`src/rtl/v810_bus_ctrl.sv`:
```
// V810 external bus controller: region/I-O decode, chip selects, programmed and
// device-extended wait states via READYn, 16-bit sizing requests, timeout error.
module v810_bus_ctrl #(
  parameter logic [23:0] WAIT_CFG = 24'h000000,
  parameter logic [7:0]  BUS16    = 8'h00,
  parameter logic [2:0]  IO_WAIT  = 3'd3,
  parameter logic        IO16     = 1'b1,
  parameter logic [7:0]  TIMEOUT  = 8'd64
) (
  input  logic        CLK,
  input  logic        RESn,
  input  logic        CE,
  input  logic [31:0] A,
  input  logic        MRQn,
  input  logic        RW,
  input  logic        BCYSTn,
  input  logic        DAn,
  input  logic        EXT_READYn,
  input  logic        ERR_CLR,
  output logic        READYn,
  output logic        SZRQn,
  output logic [7:0]  CSn,
  output logic        IOCSn,
  output logic        RDn,
  output logic        WRn,
  output logic        BUSERR
);

  localparam int unsigned NUM_REGIONS = 8;
  localparam int unsigned REG_W       = 3;
  localparam int unsigned WCNT_W      = 3;
  localparam int unsigned TCNT_W      = 8;
  localparam logic [TCNT_W-1:0] TLAST = TIMEOUT - TCNT_W'(1);

  typedef enum logic [0:0] {
    ST_IDLE = 1'b0,
    ST_WAIT = 1'b1
  } state_t;

  state_t              state;
  state_t              state_nxt;
  logic [WCNT_W-1:0]   wcnt;
  logic [TCNT_W-1:0]   tcnt;
  logic [REG_W-1:0]    lat_region;
  logic                lat_io;
  logic                lat_rw;
  logic                lat_bus16;
  logic                buserr;

  logic [REG_W-1:0]    dec_region;
  logic [WCNT_W-1:0]   dec_waits;
  logic                dec_bus16;
  logic                dec_io;
  logic                in_wait;
  logic                start;
  logic                timeout_hit;
  logic                ready_c;
  logic                unused_addr_bits;

  assign unused_addr_bits = ^{A[31:27], A[23:0]};

  // Address decode: memory region from A[26:24], or the I/O space when MRQn is high
  always_comb begin
    dec_region = A[26:24];
    dec_io     = MRQn;
    dec_waits  = IO_WAIT;
    dec_bus16  = IO16;
    if (!MRQn) begin
      dec_waits = '0;
      dec_bus16 = 1'b0;
      for (int unsigned r = 0; r < NUM_REGIONS; r++) begin
        if (dec_region == REG_W'(r)) begin
          dec_waits = WAIT_CFG[REG_W*r +: WCNT_W];
          dec_bus16 = BUS16[r];
        end
      end
    end
  end

  assign in_wait     = (state == ST_WAIT);
  assign start       = CE & ~BCYSTn;
  assign timeout_hit = in_wait & (tcnt == TLAST);
  assign ready_c     = in_wait & ((~DAn & (wcnt == '0) & ~EXT_READYn) | timeout_hit);

  // State register
  always_ff @(posedge CLK or negedge RESn) begin
    if (!RESn) state <= ST_IDLE;
    else       state <= state_nxt;
  end

  // Next state; a BCYSTn in WAIT restarts the cycle rather than completing it
  always_comb begin
    state_nxt = state;
    case (state)
      ST_IDLE: if (start) state_nxt = ST_WAIT;
      ST_WAIT: begin
        if (start)                state_nxt = ST_WAIT;
        else if (CE && ready_c)   state_nxt = ST_IDLE;
      end
      default: state_nxt = ST_IDLE;
    endcase
  end

  // Cycle latches, wait counter and timeout counter
  always_ff @(posedge CLK or negedge RESn) begin
    if (!RESn) begin
      wcnt       <= '0;
      tcnt       <= '0;
      lat_region <= '0;
      lat_io     <= 1'b0;
      lat_rw     <= 1'b0;
      lat_bus16  <= 1'b0;
    end else if (CE) begin
      if (!BCYSTn) begin
        wcnt       <= dec_waits;
        tcnt       <= '0;
        lat_region <= dec_region;
        lat_io     <= dec_io;
        lat_rw     <= RW;
        lat_bus16  <= dec_bus16;
      end else if (in_wait) begin
        if (!DAn && (wcnt != '0)) wcnt <= wcnt - WCNT_W'(1);
        if (tcnt != TLAST)        tcnt <= tcnt + TCNT_W'(1);
      end
    end
  end

  // Sticky timeout flag; a set wins over a simultaneous clear
  always_ff @(posedge CLK or negedge RESn) begin
    if (!RESn) begin
      buserr <= 1'b0;
    end else if (CE) begin
      if (timeout_hit && BCYSTn) buserr <= 1'b1;
      else if (ERR_CLR)          buserr <= 1'b0;
    end
  end

  // Outputs: decoded selects during T1, latched selects during WAIT
  always_comb begin
    READYn = 1'b1;
    SZRQn  = 1'b1;
    CSn    = '1;
    IOCSn  = 1'b1;
    RDn    = 1'b1;
    WRn    = 1'b1;
    if (RESn && !BCYSTn) begin
      SZRQn = ~dec_bus16;
      if (dec_io) IOCSn = 1'b0;
      else        CSn[dec_region] = 1'b0;
    end else if (in_wait) begin
      SZRQn = ~lat_bus16;
      if (lat_io) IOCSn = 1'b0;
      else        CSn[lat_region] = 1'b0;
    end
    READYn = ~ready_c;
    RDn    = ~(in_wait & ~DAn & lat_rw);
    WRn    = ~(in_wait & ~DAn & ~lat_rw);
  end

  assign BUSERR = buserr;

endmodule

```
`config.mk`:
```
export PLATFORM = sky130hd
export DESIGN_NAME = v810_bus_ctrl
export DESIGN_NICKNAME = d
export VERILOG_FILES = /design/src/rtl/v810_bus_ctrl.sv
export SDC_FILE = /design/constraint.sdc
export NUM_CORES = 1
export LEC_CHECK = 0
export CAP_MARGIN = 10
export CORE_MARGIN = 2
export CORE_UTILIZATION = 44
export CTS_CLUSTER_SIZE = 28
export DETAILED_ROUTE_END_ITERATION = 8
export MAX_ROUTING_LAYER = met4
export PLACE_DENSITY_LB_ADDON = 0.15
export SYNTH_ARGS = -nofsm -noshare
export SYNTH_HDL_FRONTEND = slang
export SYNTH_SLANG_ARGS = --single-unit
```
`constraint.sdc`:
```
create_clock -name CLK -period 4.1 [get_ports CLK]
set_input_delay 0.82 -clock CLK [delete_from_list [all_inputs] [get_ports CLK]]
set_output_delay 0.82 -clock CLK [all_outputs]
set_load 0.01 [all_outputs]
```
Yosys cells after proc, flatten, opt, wreduce, memory -nomap -nowiden
Cells that the tools add are included.

Bits in registers: 19.

Equal/unequal tests: 5. Bitwise operators: 21. Magnitude comparators: 4. Reductions and logical operators: 15. Mux-type cells: 28. Add/subtract/negate cells: 2.

Operators by type and width (count): 8-bit two-way mux (7); 8-bit NOT (2); 1-bit two-way mux (14); 1-bit NOT (10); 3-bit two-way mux (3); 8-bit by 1-bit adder with 8-bit output (second input constant) (1); 1-bit bitwise AND (8); 8-bit by 6-bit equality test with 1-bit output (second input constant) (1); 3-bit by 4-bit less-than comparator with 1-bit output (second input constant) (2); 8-bit by 6-bit != test with 1-bit output (second input constant) (1); 1-bit demux with 3-bit select (2); 3-bit by 1-bit greater-or-equal comparator with 1-bit output (second input constant) (2); 1-bit logical AND (6); 2-bit by 1-bit != test with 1-bit output (second input constant) (3); 3-bit AND reduction (2); 2-bit AND reduction (2); 3-bit zero test (1); 3-bit nonzero test (1); 3-bit by 1-bit subtractor with 3-bit output (second input constant) (1); 1-bit zero test (2); 2-bit two-way mux (1); 1-bit case mux with 2 select lines (1); 2-bit nonzero test (1); 1-bit OR (1).

Longest topological paths before layout
Gate-level depths: netlist of the first run.

Depth after elaboration: 9. Depth in mapped cells: 6.

Worst setup path before layout of the first run
OpenSTA, ideal clock, no wires.

Path kind: input -> output. Start point: input port BCYSTn. End point: output port SZRQn. Stages: 4. Arrival time: 1.637 ns. Path slack: 1.643 ns. Path buffers: 1. Cell sequence: nand2b_1 > and3_1 > a21oi_1 > buf_4.

Longest elaborated chain between the ends: 3.

Ends and longest elaborated chain: start, declared (RTL line 16) `input logic BCYSTn,`; 1-bit zero test (RTL line 146) `if (RESn && !BCYSTn) begin`; 1-bit logical AND (RTL line 146); 1-bit two-way mux (RTL line 146); end, declared (RTL line 21) `output logic SZRQn,`.

Every way passes these cells.

Worst setup path in the final report of the first run
Start point: input port RESn. End point: output port CSn[7].

Longest elaborated chain between the ends: 2.

Ends and longest elaborated chain: start, declared (RTL line 11) `input logic RESn,`; 1-bit logical AND (RTL line 146); 8-bit two-way mux (RTL line 146); end, declared (RTL line 22) `output logic [7:0] CSn,`.

Every way passes these cells.

==> results of run 1 <==
-- report_power, final --
| group | internal (mW) | leakage [nW] | switching, mW |
|---|---|---|---|
| logic | 0.0888 | 0.341 | 0.0769 |
| registers | 0.209 | 0.226 | 0.0374 |
| clock network | 0.0540 | 0.0210 | 0.0569 |
-- metal layers --
layer / wire [um] / global-route usage, %
met5: 0 / -
met4: 18 / 4.08
met3: 133 / 3.49
met2: 1200 / 27.0
met1: 1170 / 22.3
-- worst paths after layout --
kind                            slack [ns]       endpoint    start  cells after the start
worst max-delay path                  0.56         CSn[7]     RESn                      6
worst min-delay path                  0.50         BUSERR   BUSERR                      1
worst max register to register        2.40        tcnt[5]  tcnt[4]                      4
worst min register to register        0.50         BUSERR   BUSERR                      1
max in group asynchronous             3.03        wcnt[2]     RESn                      2
min in group asynchronous             0.89  lat_region[1]     RESn                      2
-- layout make-up --
class,instances,share of cell area (%)
multi-input combinational,91,42.8
timing repair buffer,29,19.5
clock buffer,4,2.52
sequential,18,31.3
inverter,5,1.30
tap,30,2.61
-- metrics by stage --
step                      power [mW]  setup WS [ns]  utilization (%)  hold WS [ns]
after floorplan                0.365           1.64                -         0.479
after global placement         0.410          0.576             55.6         0.479
after detailed placement       0.416          0.574             55.6         0.483
after CTS                      0.526          0.554             57.0         0.509
after global routing           0.559          0.398             57.0         0.548
final                          0.523          0.558             57.0         0.504
-- state kept, by name (all words and copies together) (netlist names) --
| name | count |
|---|---|
| tcnt | 8 |
| in_wait | 1 |
| BUSERR | 1 |
| lat_region | 3 |
| lat_rw | 1 |
| wcnt | 3 |
| lat_io | 1 |
-- Yosys cell counts, drive strengths merged (2+ instances only) --
| cell type | n | area [um^2] |
|---|---|---|
| a21oi | 6 | 30.0 |
| a22oi | 4 | 30.0 |
| a31oi | 5 | 31.3 |
| a32oi | 2 | 17.5 |
| and3 | 4 | 25.0 |
| buf | 3 | 30.0 |
| bufbuf | 2 | 65.1 |
| dfrtp | 18 | 450 |
| ha | 3 | 37.5 |
| inv | 5 | 18.8 |
| mux2 | 7 | 78.8 |
| nand2 | 9 | 41.3 |
| nand2b | 3 | 18.8 |
| nand3 | 4 | 20.0 |
| nand4 | 2 | 12.5 |
| nor2 | 11 | 41.3 |
| nor2b | 5 | 31.3 |
| nor3 | 3 | 15.0 |
| nor3b | 2 | 15.0 |
| nor4 | 2 | 12.5 |
| o21ai | 2 | 10.0 |
| or4 | 2 | 15.0 |
| xnor2 | 3 | 26.3 |
-- worst reg2reg max path, stage by stage (launching register included) --
cell	delay [ns]
dfrtp_1	0.44
and4bb_4	0.24
a41o_1	0.30
or4_1	0.48
a21oi_1	0.16
-- cells by family (layout without fill, tap and decap cells) --
logic type | count (synthesis) | in the layout | synth area share (%)
flip-flops | 18 | 18 | 38.1
adder cells (fa/ha/maj) | 3 | 3 | 3.17
XOR/XNOR | 3 | 3 | 2.22
buffers and inverters | 11 | 38 | 9.94
AO/OA/AOI/OAI | 27 | 27 | 15.8
AND/OR/NAND/NOR | 51 | 51 | 24.2
multiplexers | 7 | 7 | 6.66
==> reports/metrics.cfg, run 1 <==
[status]
outcome = finished clean

[sta]
finalHoldViolCount = 0
rsz0062_at_grt = no
maxSlewHeadroom_pct = 70.1
fin_tns_setup_ns = 0
worstMarginPinSlew_ns = 0.442
fin_skew_ns = 0.00672
setup_viol = 0
min_period_ns = 3.54
finalMaxSlewViolations = 0
fmax_ghz = 0.282
min_period_over_period_pct = 86.4

[place]
placed_cells = 173
placed_area_um2 = 1400
io_buffers = 25
place_congestion = 0.857
post-dp-hpwl_um = 1900

[clock_network]
cts_buffer_depth = 2
insertion_delay_ns = 0.29
cts-root-buf = clkbuf_4
cts_made_buffers = 3
cts_resized = 0
cts_tree = built
h-tree-depth = 1
clock-sinks = 18
postCtsHoldBufs = 0
postCtsSetupBuffers = 0
clk_pin_slew_worst_paths_ns = 0.11

[detailed_routing]
antenna_left = 0
vias_per_cell = 5.75
drtIter0Drc = 27
drc = 0
routed_wl_um = 2520
wl_per_cell_um = 14.2
vias = 1017
drtPass1Iterations = 4

[yosys]
synth_seq_area_share_pct = 38.1
async_flop_share_pct = 100
yosysWarnings = 0
ys_types = 38
synth-edff-count = 0
synth_ff_type = dfrtp_1
syn_nets = 164
synthCells = 120
synth_area_um2 = 1180
synth-seq-cells = 18
post_synth.cell_area_avg_um2 = 9.86

[finish]
regArea_um2 = 450
syn2layout_area_growth_pct = 21.6
n_antenna_cell = 0
multi_input_area_um2 = 616
num-fill-cells = 235
fin_nets = 192
finalInstanceArea_um2 = 1440
post_route_cells_drive_above_1_share_pct = 12.2
most-common-layout-cells = clkdlybuf4s50_1, dfrtp_1, nor2_1
layout_commonest_cell = clkdlybuf4s50_1
layoutNonFillerInstCount = 177

[critical_path]
crit_family = buffers and inverters
path_class = in -> out
cp_max_fo = 7
crit_path_max_incr_delay_ns = 0.52
end_kind = output port
critPathSlowestCell = clkdlybuf4s50_1
crit_required_ns = 3.28
arrival_ns = 2.72
crit_buf_inv = 2
cp_cell_sequence = clkdlybuf4s50_1, nand2b_1, nor3b_1, and3_1, a31oi_1, clkdlybuf4s50_1
startpoint_type = primary input
cpMostUsedCell = clkdlybuf4s50_1

[die]
core_area_um2 = 2520
rows = 18
start_util_pct = 46.9
die_x_um = 55.9
die_h_um = 55.9
io_pins = 55
die-area_um2 = 3120

[global_route]
grt_pass1_wl_um = 4170
grt_usage_pct = 17.0
antenna_found_initial = 0
grt-ovfl-total = 0
grt_max_degree = 13
grt_pass1_vias = 920

[power_and_ir_drop]
ir_worst_vdd_v = 0.000299
power_leakage_nw = 0.588
p_per_area_nw_per_um2 = 364

[run]
maxCapViolCount = 0

[worst_hold_path]
min_path_type = reg -> reg

Note: power is estimated with default switching activity, not from simulation.
==> inputs of run 2 (changes only) <==
- PLACE_DENSITY: not set -> 0.85
- PLACE_DENSITY_LB_ADDON: 0.15 -> not set
==> run 2 against run 1 <==
Effect of this change: global-route usage grew 0.29 points; sequential share of layout area grew 0.30 points; hold slack gained 0.0034 ns; utilization shrank 0.55 points; clock skew shrank 0.0057 ns; sequential power is essentially flat; combinational power grew 2%; worst setup slack gained 0.027 ns; critical path depth is the same; total power shrank 3.8%.
==> reports/metrics.cfg, run 2 (same netlist as run 1, synthesis figures left out) <==
[sta]
setup_viol = 0  ; unchanged
rsz0062_at_grt = no
fmax_ghz = 0.284  ; +0.77%
whs_ns = 0.508  ; +0.00344 ns
min_period_over_period_pct = 85.7  ; -0.66 points
min_period_ns = 3.52  ; -0.0270 ns
maxSlewHeadroom_pct = 69.3  ; -0.85 points
worstMarginPinSlew_ns = 0.460  ; +0.0176 ns
fin_skew_ns = 0.00106  ; -0.00566 ns
finalHoldViolCount = 0  ; unchanged
fin_tns_setup_ns = 0  ; unchanged
finalMaxSlewViolations = 0  ; unchanged
fin_ws_ns = 0.585  ; +0.0270 ns

[detailed_routing]
antenna_left = 0  ; unchanged
routed_wl_um = 2610  ; +3.8%
wl_per_cell_um = 14.9  ; +4.4%
vias = 1063  ; +4.5%
drtPass1Iterations = 4  ; unchanged
drc = 0  ; unchanged
vias_per_cell = 6.04  ; +5.1%
drtIter0Drc = 38  ; +41%

[finish]
layout_commonest_cell = clkdlybuf4s50_1
most-common-layout-cells = clkdlybuf4s50_1, dfrtp_1, nor2_1
num-fill-cells = 237  ; +0.85%
largest_register_ffs = 8  ; unchanged
top_regs = tcnt: 8 flops, lat_region: 3 flops, wcnt: 3 flops
multi_input_area_um2 = 616  ; unchanged
fin_nets = 192  ; unchanged
top_register = tcnt
regArea_um2 = 450  ; unchanged
n_antenna_cell = 0  ; unchanged
post_route_cells_drive_above_1_share_pct = 11.6  ; -0.60 points
syn2layout_area_growth_pct = 20.4
finish.utilization_pct = 56.5  ; -0.55 points

[die]
core_area_um2 = 2520  ; unchanged
start_util_pct = 46.9  ; unchanged
io_pins = 55  ; unchanged
die-area_um2 = 3120  ; unchanged
die_h_um = 55.9  ; unchanged
die_x_um = 55.9  ; unchanged
rows = 18  ; unchanged

[critical_path]
end_kind = output port
cp_cell_sequence = clkdlybuf4s50_1, nand2b_1, nor3b_1, and3_1, a31oi_1, clkdlybuf4s50_1
cpMostUsedCell = clkdlybuf4s50_1
worst_r2r_endpoint = tcnt[5]
critPathSlowestCell = clkdlybuf4s50_1
r2r-start = tcnt[4]
reg2reg_depth = 4  ; unchanged
crit_required_ns = 3.28  ; about the same
arrival_ns = 2.70  ; -0.02 ns
cp_max_fo = 7  ; unchanged
crit_path_max_incr_delay_ns = 0.50  ; -0.02 ns
crit_family = buffers and inverters
startpoint_type = primary input
r2r_setup_slack_ns = 2.37  ; -0.03 ns
critical_path_depth = 6  ; unchanged
path_class = in -> out
crit_buf_inv = 2  ; unchanged

[place]
place_congestion = 0.901  ; +5.1%
dp_slack_ns = 0.622  ; +0.0482 ns
post-dp-hpwl_um = 1980  ; +4.2%
io_buffers = 25  ; unchanged

[global_route]
antenna_found_initial = 0  ; unchanged
grt-ovfl-total = 0  ; unchanged
grt_usage_pct = 17.2  ; +0.29 points
grt_pass1_vias = 969  ; +5.3%
grt_pass1_wl_um = 4190  ; +0.34%
grt_max_degree = 13  ; unchanged

[clock_network]
insertion_delay_ns = 0.29  ; about the same
cts_resized = 0  ; unchanged
cts-root-buf = clkbuf_4
cts_made_buffers = 3  ; unchanged
clock-sinks = 18  ; unchanged
clk_pin_slew_worst_paths_ns = 0.09  ; -0.02 ns
cts_tree = built
cts_buffer_depth = 2  ; unchanged
postCtsHoldBufs = 0  ; unchanged
postCtsSetupBuffers = 0  ; unchanged
h-tree-depth = 1  ; unchanged

[power_and_ir_drop]
p_per_area_nw_per_um2 = 353  ; -2.9%
power_leakage_nw = 0.581  ; -1.2%
ir_worst_vdd_v = 0.000314  ; +4.8%

[worst_hold_path]
min_path_cells = 1  ; unchanged
hold-path-endpoint = BUSERR
min_path_type = reg -> reg
holdCritStartpoint = BUSERR

[run]
maxCapViolCount = 0  ; unchanged

[status]
outcome = finished clean

run 2: changes by cell type in the layout (fill, tap and decap cells not counted):
cell,before,now
clkbuf_8,1,0
run 2: layer usage:
layer / track usage, % / share of wire (%) / vias to the layer above
met5: - / 0 / -
met4: 9.86 / 1.3 / 0
met3: 4.42 / 6.8 / 5
met2: 26.9 / 50 / 47
met1: 20.2 / 42 / 509
li1: - / - / 502
run 2: how the worst max path moves through the flow:
stage / start / to / slack (ns)
finish: RESn / CSn[7] / 0.58
global placement: RESn / CSn[7] / 0.65
CTS: RESn / CSn[7] / 0.61
global route: RESn / CSn[7] / 0.44
detailed placement: RESn / CSn[7] / 0.62
floorplan: BCYSTn / SZRQn / 1.64
run 2: cell type report:
class	instances	area share (%)
Clock buffer	3	1.58
Inverter	5	1.32
Multi-Input combinational cell	91	43.2
Sequential cell	18	31.6
Tap cell	30	2.63
Timing Repair Buffer	29	19.7
run 2: worst reg2reg max path, cell delays in order, from the launching register on:
cell and delay [ns]:
dfrtp_1 0.44, and4bb_4 0.25, a41o_1 0.30, or4_1 0.49, a21oi_1 0.17
run 2: through the flow:
step           std cells  total power [mW]  area (um^2)
2_1_floorplan        120             0.365         1180
3_3_place_gp         173             0.406         1400
3_5_place_dp         173             0.419         1400
4_1_cts              176             0.506         1430
5_1_grt              176             0.536         1430
6_report             176             0.503         1430
run 2: power by group:
part	internal [mW]	switching (mW)
registers	0.209	0.0389
logic	0.0895	0.0800
clock network	0.0342	0.0515
